`config.mk`:
```
export PLATFORM = sky130hd
export DESIGN_NAME = alu_stream_ctrl
export DESIGN_NICKNAME = d
export VERILOG_FILES = /design/src/rtl/alu_stream_ctrl.sv
export SDC_FILE = /design/constraint.sdc
export NUM_CORES = 1
export LEC_CHECK = 0
export BUFFER_PORTS_ARGS = -buffer_cell sky130_fd_sc_hd__buf_2
export CELL_PAD_IN_SITES_DETAIL_PLACEMENT = 1
export CELL_PAD_IN_SITES_GLOBAL_PLACEMENT = 1
export CORE_UTILIZATION = 40
export CTS_CLUSTER_DIAMETER = 60
export CTS_CLUSTER_SIZE = 40
export DETAILED_ROUTE_END_ITERATION = 16
export MAX_ROUTING_LAYER = met4
export PLACE_DENSITY = 0.84
export SLEW_MARGIN = 20
export SYNTH_ARGS = -nofsm -noshare
export SYNTH_HDL_FRONTEND = slang
export SYNTH_SLANG_ARGS = --single-unit
```
`constraint.sdc`:
```
create_clock -name CLK -period 2.3 [get_ports CLK]
set_input_delay 0.345 -clock CLK [delete_from_list [all_inputs] [get_ports CLK]]
set_output_delay 0.345 -clock CLK [all_outputs]
set_load 0.01 [all_outputs]
```
`src/rtl/alu_stream_ctrl.sv`:
```
// alu_stream_ctrl
//   Byte-stream sequencer for a combinational ALU. It collects three bytes in order
//   (operand A, operand B, opcode) and drives the registered ALU inputs. It then
//   captures ALU_RESULT and offers the captured value on a valid/ready output stream.
//
// Ports
//   CLK, RST_N             clock (posedge) and asynchronous active-low reset
//   RX_DATA/VALID/READY    incoming byte stream (byte taken on RX_VALID & RX_READY)
//   ALU_A, ALU_B, ALU_OP   registered ALU operands/opcode, hold last values
//   ALU_RESULT             combinational result returned by the ALU
//   TX_DATA/VALID/READY    captured result stream
//   BUSY                   high whenever a transaction is in progress
//   ERR_TIMEOUT            one-cycle pulse when the inter-byte timeout aborts a transaction
//
// Configuration
//   ALU_CTRL_TIMEOUT_EN    when defined, a transaction waiting in S_B or S_OP is aborted
//                          after TIMEOUT_CYCLES idle cycles. When undefined, the controller
//                          waits indefinitely and ERR_TIMEOUT stays 0.
module alu_stream_ctrl #(
  parameter int SIZEDATA       = 8,
  parameter int SIZEOP         = 6,
  parameter int TIMEOUT_CYCLES = 1000
) (
  input  logic                CLK,
  input  logic                RST_N,
  input  logic [SIZEDATA-1:0] RX_DATA,
  input  logic                RX_VALID,
  output logic                RX_READY,
  output logic [SIZEDATA-1:0] ALU_A,
  output logic [SIZEDATA-1:0] ALU_B,
  output logic [SIZEOP-1:0]   ALU_OP,
  input  logic [SIZEDATA-1:0] ALU_RESULT,
  output logic [SIZEDATA-1:0] TX_DATA,
  output logic                TX_VALID,
  input  logic                TX_READY,
  output logic                BUSY,
  output logic                ERR_TIMEOUT
);

  typedef enum logic [2:0] {
    S_A    = 3'd0,
    S_B    = 3'd1,
    S_OP   = 3'd2,
    S_EXEC = 3'd3,
    S_SEND = 3'd4
  } state_t;

  state_t state, state_next;

  logic load_a, load_b, load_op;
  logic capture, release_tx;
  logic timeout_hit;
  logic tmo_expired;
  logic rx_take;

`ifdef ALU_CTRL_TIMEOUT_EN
  localparam int CNT_W = (TIMEOUT_CYCLES > 2) ? $clog2(TIMEOUT_CYCLES) : 1;

  logic [CNT_W-1:0] tmo_cnt;

  assign tmo_expired = (tmo_cnt == CNT_W'(TIMEOUT_CYCLES - 1));

  // Counts idle cycles while waiting for B or the opcode. Any accepted byte restarts it.
  always_ff @(posedge CLK or negedge RST_N) begin
    if (!RST_N) begin
      tmo_cnt <= '0;
    end else if (state == S_A || rx_take || tmo_expired) begin
      tmo_cnt <= '0;
    end else if (state == S_B || state == S_OP) begin
      tmo_cnt <= tmo_cnt + CNT_W'(1);
    end
  end
`else
  assign tmo_expired = 1'b0;
`endif

  always_ff @(posedge CLK or negedge RST_N) begin
    if (!RST_N) begin
      state <= S_A;
    end else begin
      state <= state_next;
    end
  end

  // An accepted byte takes priority over timeout expiry in the same cycle.
  always_comb begin
    state_next  = state;
    RX_READY    = 1'b0;
    load_a      = 1'b0;
    load_b      = 1'b0;
    load_op     = 1'b0;
    capture     = 1'b0;
    release_tx  = 1'b0;
    timeout_hit = 1'b0;
    case (state)
      S_A: begin
        RX_READY = 1'b1;
        if (RX_VALID) begin
          load_a     = 1'b1;
          state_next = S_B;
        end
      end
      S_B: begin
        RX_READY = 1'b1;
        if (RX_VALID) begin
          load_b     = 1'b1;
          state_next = S_OP;
        end else if (tmo_expired) begin
          timeout_hit = 1'b1;
          state_next  = S_A;
        end
      end
      S_OP: begin
        RX_READY = 1'b1;
        if (RX_VALID) begin
          load_op    = 1'b1;
          state_next = S_EXEC;
        end else if (tmo_expired) begin
          timeout_hit = 1'b1;
          state_next  = S_A;
        end
      end
      S_EXEC: begin
        capture    = 1'b1;
        state_next = S_SEND;
      end
      S_SEND: begin
        if (TX_READY) begin
          release_tx = 1'b1;
          state_next = S_A;
        end
      end
      default: state_next = S_A;
    endcase
  end

  assign rx_take = RX_VALID & RX_READY;
  assign BUSY    = (state != S_A);

  always_ff @(posedge CLK or negedge RST_N) begin
    if (!RST_N) begin
      ALU_A       <= '0;
      ALU_B       <= '0;
      ALU_OP      <= '0;
      TX_DATA     <= '0;
      TX_VALID    <= 1'b0;
      ERR_TIMEOUT <= 1'b0;
    end else begin
      if (load_a)  ALU_A  <= RX_DATA;
      if (load_b)  ALU_B  <= RX_DATA;
      if (load_op) ALU_OP <= RX_DATA[SIZEOP-1:0];
      if (capture) begin
        TX_DATA  <= ALU_RESULT;
        TX_VALID <= 1'b1;
      end else if (release_tx) begin
        TX_VALID <= 1'b0;
      end
      ERR_TIMEOUT <= timeout_hit;
    end
  end

endmodule

```
==> implementation parameters, run 1 <==
Parameter                              Value

Setup path
  Crit path capture type    output port
  Data required time of the worst path    1.96 ns
  Largest fanout on the critical path    10
  Crit path launch    state[2]
  Beginning of the worst register-to-register path    state[1]
  CP startpoint kind    flip-flop
  Worst Path Class, Setup    flip-flop to output port
  Arrival time at the worst endpoint    1.39 ns

Pwr
  P_sw    0.834 mW
  Internal    1.56 mW
  Worst vdd ir    0.514 mV
  Pwr dens    1400 nW/um^2
  Leakage power total    0.819 nW
  Total power draw    2.39 mW
  Switching Fraction    34.9%
  Clock share of power    12.6%
  Logic pwr share    42.0%
  Fraction of power consumed by sequential logic    45.4%

GRT
  Global-route track usage on met1    23.2%
  Via count of the first global-routing pass    873
  First-pass GRT wire length    4.46 mm
  Met3 GRT Util    5.33%
  Global-route met2 utilization    26.7%
  Maximum number of pins on one net before global-route repair    35
  Overflow left after global routing    0
  Layer with the highest usage after global routing    met2
  Antenna violations before repair    0
  Total routing resource utilization after global routing    18.2%

Logic synthesis
  Most numerous cell in the Yosys netlist    sky130_fd_sc_hd__dfrtp_1
  Post-Synthesis Cells    90
  Net count after synthesis    110
  Share of the synthesized area in the top cell type    61.5%
  Synth Area in Adders    0%
  Most frequent cells after synthesis    34 x sky130_fd_sc_hd__dfrtp_1, 30 x sky130_fd_sc_hd__mux2_2, 4 x sky130_fd_sc_hd__buf_2
  Post-synthesis instance area    1380 um^2
  Biggest area contributors in the synthesized netlist    sky130_fd_sc_hd__dfrtp_1 62%, sky130_fd_sc_hd__mux2_2 24%, sky130_fd_sc_hd__nor4b_4 1.7%, sky130_fd_sc_hd__buf_6 1.6%, sky130_fd_sc_hd__buf_2 1.4%
  Warnings from Yosys    0
  Register area share after synthesis    61.5%
  Compound-cell area share of the yosys netlist    1.63%
  Average instance area after synthesis    15.4 um^2
  Post-synthesis share of cell area spent on xor and xnor gates    0%
  Largest area contributor in the netlist    sky130_fd_sc_hd__dfrtp_1
  Area fraction in and, or, nand and nor cells after synthesis    8.24%
  Multiplexer share of the synthesized area    24.4%
  Number of synthesized flops with an enable pin    0
  Top flip-flop cell by instance count after synthesis    sky130_fd_sc_hd__dfrtp_1
  Asr flop ratio synth    100%
  Distinct cell type count after synthesis    18
  Flip-flop and latch count after synthesis    34
  Dominant combinational cell family by area after synthesis    multiplexers

Cells and area
  Count of inserted antenna diode cells    0
  Number of standard cells in the final layout excluding fillers    188
  Fill cell instance count of the final layout    340
  Area added between synthesis and finish    24.0%
  Total area of multi-input combinational cells    484 um^2
  Share of post-route cells with drive strength above 1    64.6%
  Reg area    851 um^2
  Total number of nets in the final design    164

Floorplan
  Starting utilization of the core area    43.8%
  Die Area    3700 um^2
  DIE HEIGHT    60.8 um
  IO Pins    54
  Core area    3150 um^2
  Die X-Extent    60.8 um
  Site Rows    20

Detailed routing
  Total length of routed wires    2.87 mm
  Average wire per standard cell    15.3 um
  Total iterations of the first detailed-routing run    2
  Remaining DRCs    0
  Number of vias per cell    4.73
  Drt first-iter violations    11
  Detail Route Antenna Nets    0
  Via count of the routed design    890

Placement
  Cell count after placement    181
  Final GP Congestion    0.793
  Total half-perimeter wirelength after legalization and detailed placement    2.17 mm
  IO Port Bufs    52

Clock network
  Gates resized, CTS repair    0
  Clock slew at the register clock pins of the worst setup and hold paths    0.11 ns
  Post-CTS setup buffer count    0
  Buffers from clock root to sink, at most    2
  Number of sinks on the clock net    34
  # H-tree levels    2
  Num CTS Buffers    5
  Clock tree root buffer cell    sky130_fd_sc_hd__clkbuf_4
  CTS tree    yes
  Post-CTS Hold Fix Bufs    0
  Insertion delay to the later sink of the worst-skew pair    0.33 ns

STA
  Final period utilization    75.4%
  Achievable frequency    577 MHz
  RSZ-0062 raised after global routing    false
  Final number of max-transition violations    0
  Setup-violating endpoint count in the final report    0
  Slew at the pin closest to its max-slew limit    0.761 ns
  Setup clock skew after layout    0.0112 ns
  Final number of hold-violating endpoints    0
  Minimum clock period after layout    1.73 ns
  Relative max-transition margin    49.3%
  Fin Setup TNS    0 ns

Run
  Max Cap Viol    0

Hold path
  Type of the tightest min-delay check    input pin to async pin

Outcome
  Result of the run    finished, final reports clean
[final timing paths]
kind | to | slack [ns] | depth (start not counted)
hold reg to reg | ALU_B[6] | 0.51 | 1
max in group asynchronous | TX_DATA[3] | 1.73 | 1
min in group CLK | TX_DATA[7] | 0.25 | 2
setup reg to reg | ALU_OP[3] | 0.68 | 3
setup / recovery | BUSY | 0.57 | 2
hold / removal | ALU_OP[1] | 0.07 | 1
[kinds of logic after synthesis]
group,Yosys count
other,1
multiplexers,30
flip-flops,34
AO/OA/AOI/OAI,4
buffers and inverters,8
AND/OR/NAND/NOR,13
[layout by cell type (no fill, tap or decap)]
master / Yosys / final
sky130_fd_sc_hd__nand3b_1: 2 / 2
sky130_fd_sc_hd__nor3b_1: 1 / 1
sky130_fd_sc_hd__inv_1: 1 / 1
sky130_fd_sc_hd__nor4bb_2: 0 / 1
sky130_fd_sc_hd__clkbuf_4: 0 / 5
sky130_fd_sc_hd__conb_1: 1 / 1
sky130_fd_sc_hd__nor4bb_1: 2 / 1
sky130_fd_sc_hd__mux2_2: 30 / 30
sky130_fd_sc_hd__buf_4: 1 / 2
sky130_fd_sc_hd__a21oi_1: 3 / 3
sky130_fd_sc_hd__nand2_1: 1 / 1
sky130_fd_sc_hd__buf_2: 4 / 52
sky130_fd_sc_hd__clkbuf_1: 0 / 2
sky130_fd_sc_hd__or3b_2: 1 / 1
sky130_fd_sc_hd__dfrtp_1: 34 / 34
sky130_fd_sc_hd__nand2b_1: 3 / 3
sky130_fd_sc_hd__nor4b_4: 1 / 1
sky130_fd_sc_hd__or3_1: 1 / 1
sky130_fd_sc_hd__o211ai_1: 1 / 1
sky130_fd_sc_hd__or4b_2: 1 / 1
[worst max-delay path, cell delays in order, from the launching register on]
cell,delay [ns]
sky130_fd_sc_hd__dfrtp_1,0.50
sky130_fd_sc_hd__or3_1,0.41
sky130_fd_sc_hd__buf_2,0.15
[layout make-up]
type,count,area share [%]
clock buffers,7,2.63
inverters,1,0.219
multi-input cells,48,28.2
flip-flops and latches,34,49.6
well taps,44,3.21
repair buffers,54,16.1
[metrics by stage]
stage | area (um^2) | util, % | setup slack (ns) | hold slack, ns
2_1_floorplan | 1380 | - | 0.845 | 0.0494
3_3_place_gp | 1670 | 52.9 | 0.744 | 0.428
3_5_place_dp | 1670 | 52.9 | 0.690 | 0.465
4_1_cts | 1710 | 54.4 | 0.536 | 0.0845
5_1_grt | 1710 | 54.4 | 0.464 | 0.104
6_report | 1710 | 54.4 | 0.566 | 0.0663
[registers in the layout, indices dropped and copies added (netlist names)]
signal / count
ALU_B: 8
TX_VALID: 1
TX_DATA: 8
ALU_A: 8
ALU_OP: 6
state: 3
[power groups by stage]
stage / Combinational (mW) / Sequential, mW / Clock (mW)
after CTS: 1.03 / 1.09 / 0.317
after global placement: 0.983 / 1.08 / 0
final: 1.00 / 1.09 / 0.301
after floorplan: 0.538 / 1.18 / 0
after global routing: 1.10 / 1.13 / 0.348
after detailed placement: 1.02 / 1.10 / 0
[routing by layer]
metal	vias up	part of all wire [%]
li1	424	-
met1	439	43
met2	23	51
met3	4	4.4
met4	0	1.3
met5	-	0
(Power assumes the default switching activity.)
==> run 2, diff against run 1 <==
- CORE_UTILIZATION: 40 -> 37
- PLACE_DENSITY: 0.84 -> 0.79
- clock period: 2.3 -> 1.68 ns (I/O delays scaled with it)
==> run 2 against run 1 <==
Compared with the run above: sequential cell count stayed put; worst hold slack worse by 0.035 ns; critical path depth stayed put; worst setup slack worse by 0.48 ns; design area is 2.6% higher; critical path type unchanged; highest routed layer is now met3.
==> implementation parameters, run 2 (synthesized netlist as in run 1, its figures left out) <==
Parameter                              Value

Detailed routing
  Remaining DRCs    0 (unchanged)
  Total length of routed wires    2.84 mm (-1.1%)
  Total iterations of the first detailed-routing run    4 (+2)
  Via count of the routed design    909 (+2.1%)
  Drt first-iter violations    33 (+22)
  Number of vias per cell    4.76 (+0.53%)
  Average wire per standard cell    14.9 um (-2.7%)
  Detail Route Antenna Nets    0 (unchanged)

STA
  Setup clock skew after layout    0.00373 ns (-0.00744 ns)
  Slew at the pin closest to its max-slew limit    0.735 ns (-0.0256 ns)
  Setup-violating endpoint count in the final report    0 (unchanged)
  Fin Setup TNS    0 ns (unchanged)
  RSZ-0062 raised after global routing    false
  Relative max-transition margin    51.0% (+1.7 points)
  Minimum clock period after layout    1.59 ns
  Final number of hold-violating endpoints    0 (unchanged)
  Achievable frequency    629 MHz
  Final period utilization    94.6%
  Final number of max-transition violations    0 (unchanged)

Cells and area
  Share of post-route cells with drive strength above 1    66.2% (+1.6 points)
  Area added between synthesis and finish    27.1%
  Largest registers ranked by flip-flop count    ALU_A: 8 flops, ALU_B: 8 flops, TX_DATA: 8 flops
  Fill cell instance count of the final layout    390 (+15%)
  Count of inserted antenna diode cells    0 (unchanged)
  Most common library cell in the layout ignoring fill and taps    sky130_fd_sc_hd__buf_2
  Total number of nets in the final design    165 (+0.61%)
  Commonest cells after routing, fill and taps aside    52 x sky130_fd_sc_hd__buf_2, 34 x sky130_fd_sc_hd__dfrtp_1, 30 x sky130_fd_sc_hd__mux2_2
  Final design instance area without fill    1760 um^2 (+2.6%)
  Core utilization of the finished layout    50.7% (-3.7 points)

Placement
  Final GP Congestion    0.711 (-10%)
  IO Port Bufs    52 (unchanged)
  Post-place instance area    1680 um^2 (+0.60%)
  Total half-perimeter wirelength after legalization and detailed placement    2.09 mm (-3.7%)

Pwr
  Clock share of power    16.0% (+3.4 points)
  Fraction of power consumed by sequential logic    43.9% (-1.5 points)
  Worst vdd ir    0.908 mV (+77%)
  P_sw    1.16 mW (+40%)
  Switching Fraction    33.9% (-0.92 points)
  Leakage power total    0.843 nW (+2.9%)
  Total power draw    3.43 mW (+43%)
  Logic pwr share    40.1% (-1.9 points)
  Internal    2.27 mW (+45%)
  Pwr dens    1950 nW/um^2 (+40%)

Clock network
  Clock tree root buffer cell    sky130_fd_sc_hd__clkbuf_8
  Num CTS Buffers    5 (unchanged)
  Post-CTS Hold Fix Bufs    0 (unchanged)
  Clock slew at the register clock pins of the worst setup and hold paths    0.06 ns (-0.05 ns)
  Gates resized, CTS repair    0 (unchanged)
  Insertion delay to the later sink of the worst-skew pair    0.28 ns (-0.05 ns)
  Post-CTS setup buffer count    0 (unchanged)
  CTS tree    yes
  Number of sinks on the clock net    34 (unchanged)
  Buffers from clock root to sink, at most    2 (unchanged)
  # H-tree levels    2 (unchanged)

Setup path
  Crit path depth    2 (unchanged)
  Crit path buf inv count    1 (unchanged)
  Top Family by Delay on Critical Path    flip-flops
  Largest fanout on the critical path    10 (unchanged)
  Cell-by-cell trace of the critical path    or3_1 -> buf_2
  Data required time of the worst path    1.43 ns (-0.53 ns)
  Worst Path Class, Setup    flip-flop to output port
  Crit path capture type    output port
  CP startpoint kind    flip-flop
  Beginning of the worst register-to-register path    state[1]
  Arrival time at the worst endpoint    1.34 ns (-0.05 ns)
  Crit path launch    state[2]
  CP max stage cell    sky130_fd_sc_hd__dfrtp_1
  Stage delay of the slowest cell on the critical path    0.51 ns (about the same)
  Worst Reg-to-Reg Cells    2 (-1)

Floorplan
  Starting utilization of the core area    39.9% (-4.0 points)
  DIE HEIGHT    63.1 um (+3.8%)
  Die X-Extent    63.1 um (+3.8%)
  Die Area    3990 um^2 (+7.8%)
  IO Pins    54 (unchanged)
  Site Rows    21 (+5.0%)
  Core area    3470 um^2 (+10%)

GRT
  Total routing resource utilization after global routing    16.1% (-2.1 points)
  Overflow left after global routing    0 (unchanged)
  Maximum number of pins on one net before global-route repair    35 (unchanged)
  Antenna violations before repair    0 (unchanged)
  Via count of the first global-routing pass    947 (+8.5%)
  First-pass GRT wire length    4.65 mm (+4.2%)

Run
  Max Cap Viol    0 (unchanged)

Hold path
  Type of the tightest min-delay check    input pin to async pin

Outcome
  Result of the run    finished, final reports clean
==> run 2: cell count changes in the layout (fill, tap and decap cells not counted), sizes merged <==
cell,before,now
buf,54,55
clkbuf,7,5
clkinv,0,2
==> run 2: power by group through the flow <==
stage / logic [mW] / clock network (mW) / registers (mW)
3_3_place_gp: 1.35 / 0 / 1.48
5_1_grt: 1.49 / 0.607 / 1.57
6_report: 1.38 / 0.549 / 1.51
2_1_floorplan: 0.737 / 0 / 1.61
3_5_place_dp: 1.40 / 0 / 1.52
4_1_cts: 1.41 / 0.569 / 1.51
==> run 2: per-stage QoR <==
stage | setup slack, ns | cells | hold slack (ns)
after floorplan | 0.225 | 90 | -0.0436
after global placement | 0.195 | 184 | 0.341
after detailed placement | 0.137 | 184 | 0.352
after CTS | 0.0843 | 191 | 0.0451
after global routing | 0.00302 | 191 | 0.0840
final | 0.0900 | 191 | 0.0311
==> run 2: per-layer routing <==
metal / vias up / global-route usage (%) / share of wire, %
met5: - / - / 0
met4: 0 / 3.78 / 0
li1: 419 / - / -
met1: 462 / 17.8 / 41
met2: 28 / 26.7 / 53
met3: 0 / 7.07 / 5.8
==> run 2: cell type report <==
type	count	area, um^2	share of cell area (%)
timing repair buffer	55	283	16.1
clock buffer	5	68.8	3.91
multi-input combinational	48	484	27.5
clock inverter	2	10.0	0.569
sequential	34	851	48.4
inverter	1	3.75	0.214
tap	46	57.6	3.27
==> run 2: worst paths after layout <==
check / endpoint / slack [ns]
max in group asynchronous: TX_DATA[7] / 1.18
min in group CLK: TX_DATA[1] / 0.20
worst min register to register: TX_DATA[7] / 0.50
worst min-delay path: ALU_B[7] / 0.03
worst max register to register: TX_DATA[0] / 0.09
worst max-delay path: BUSY / 0.09
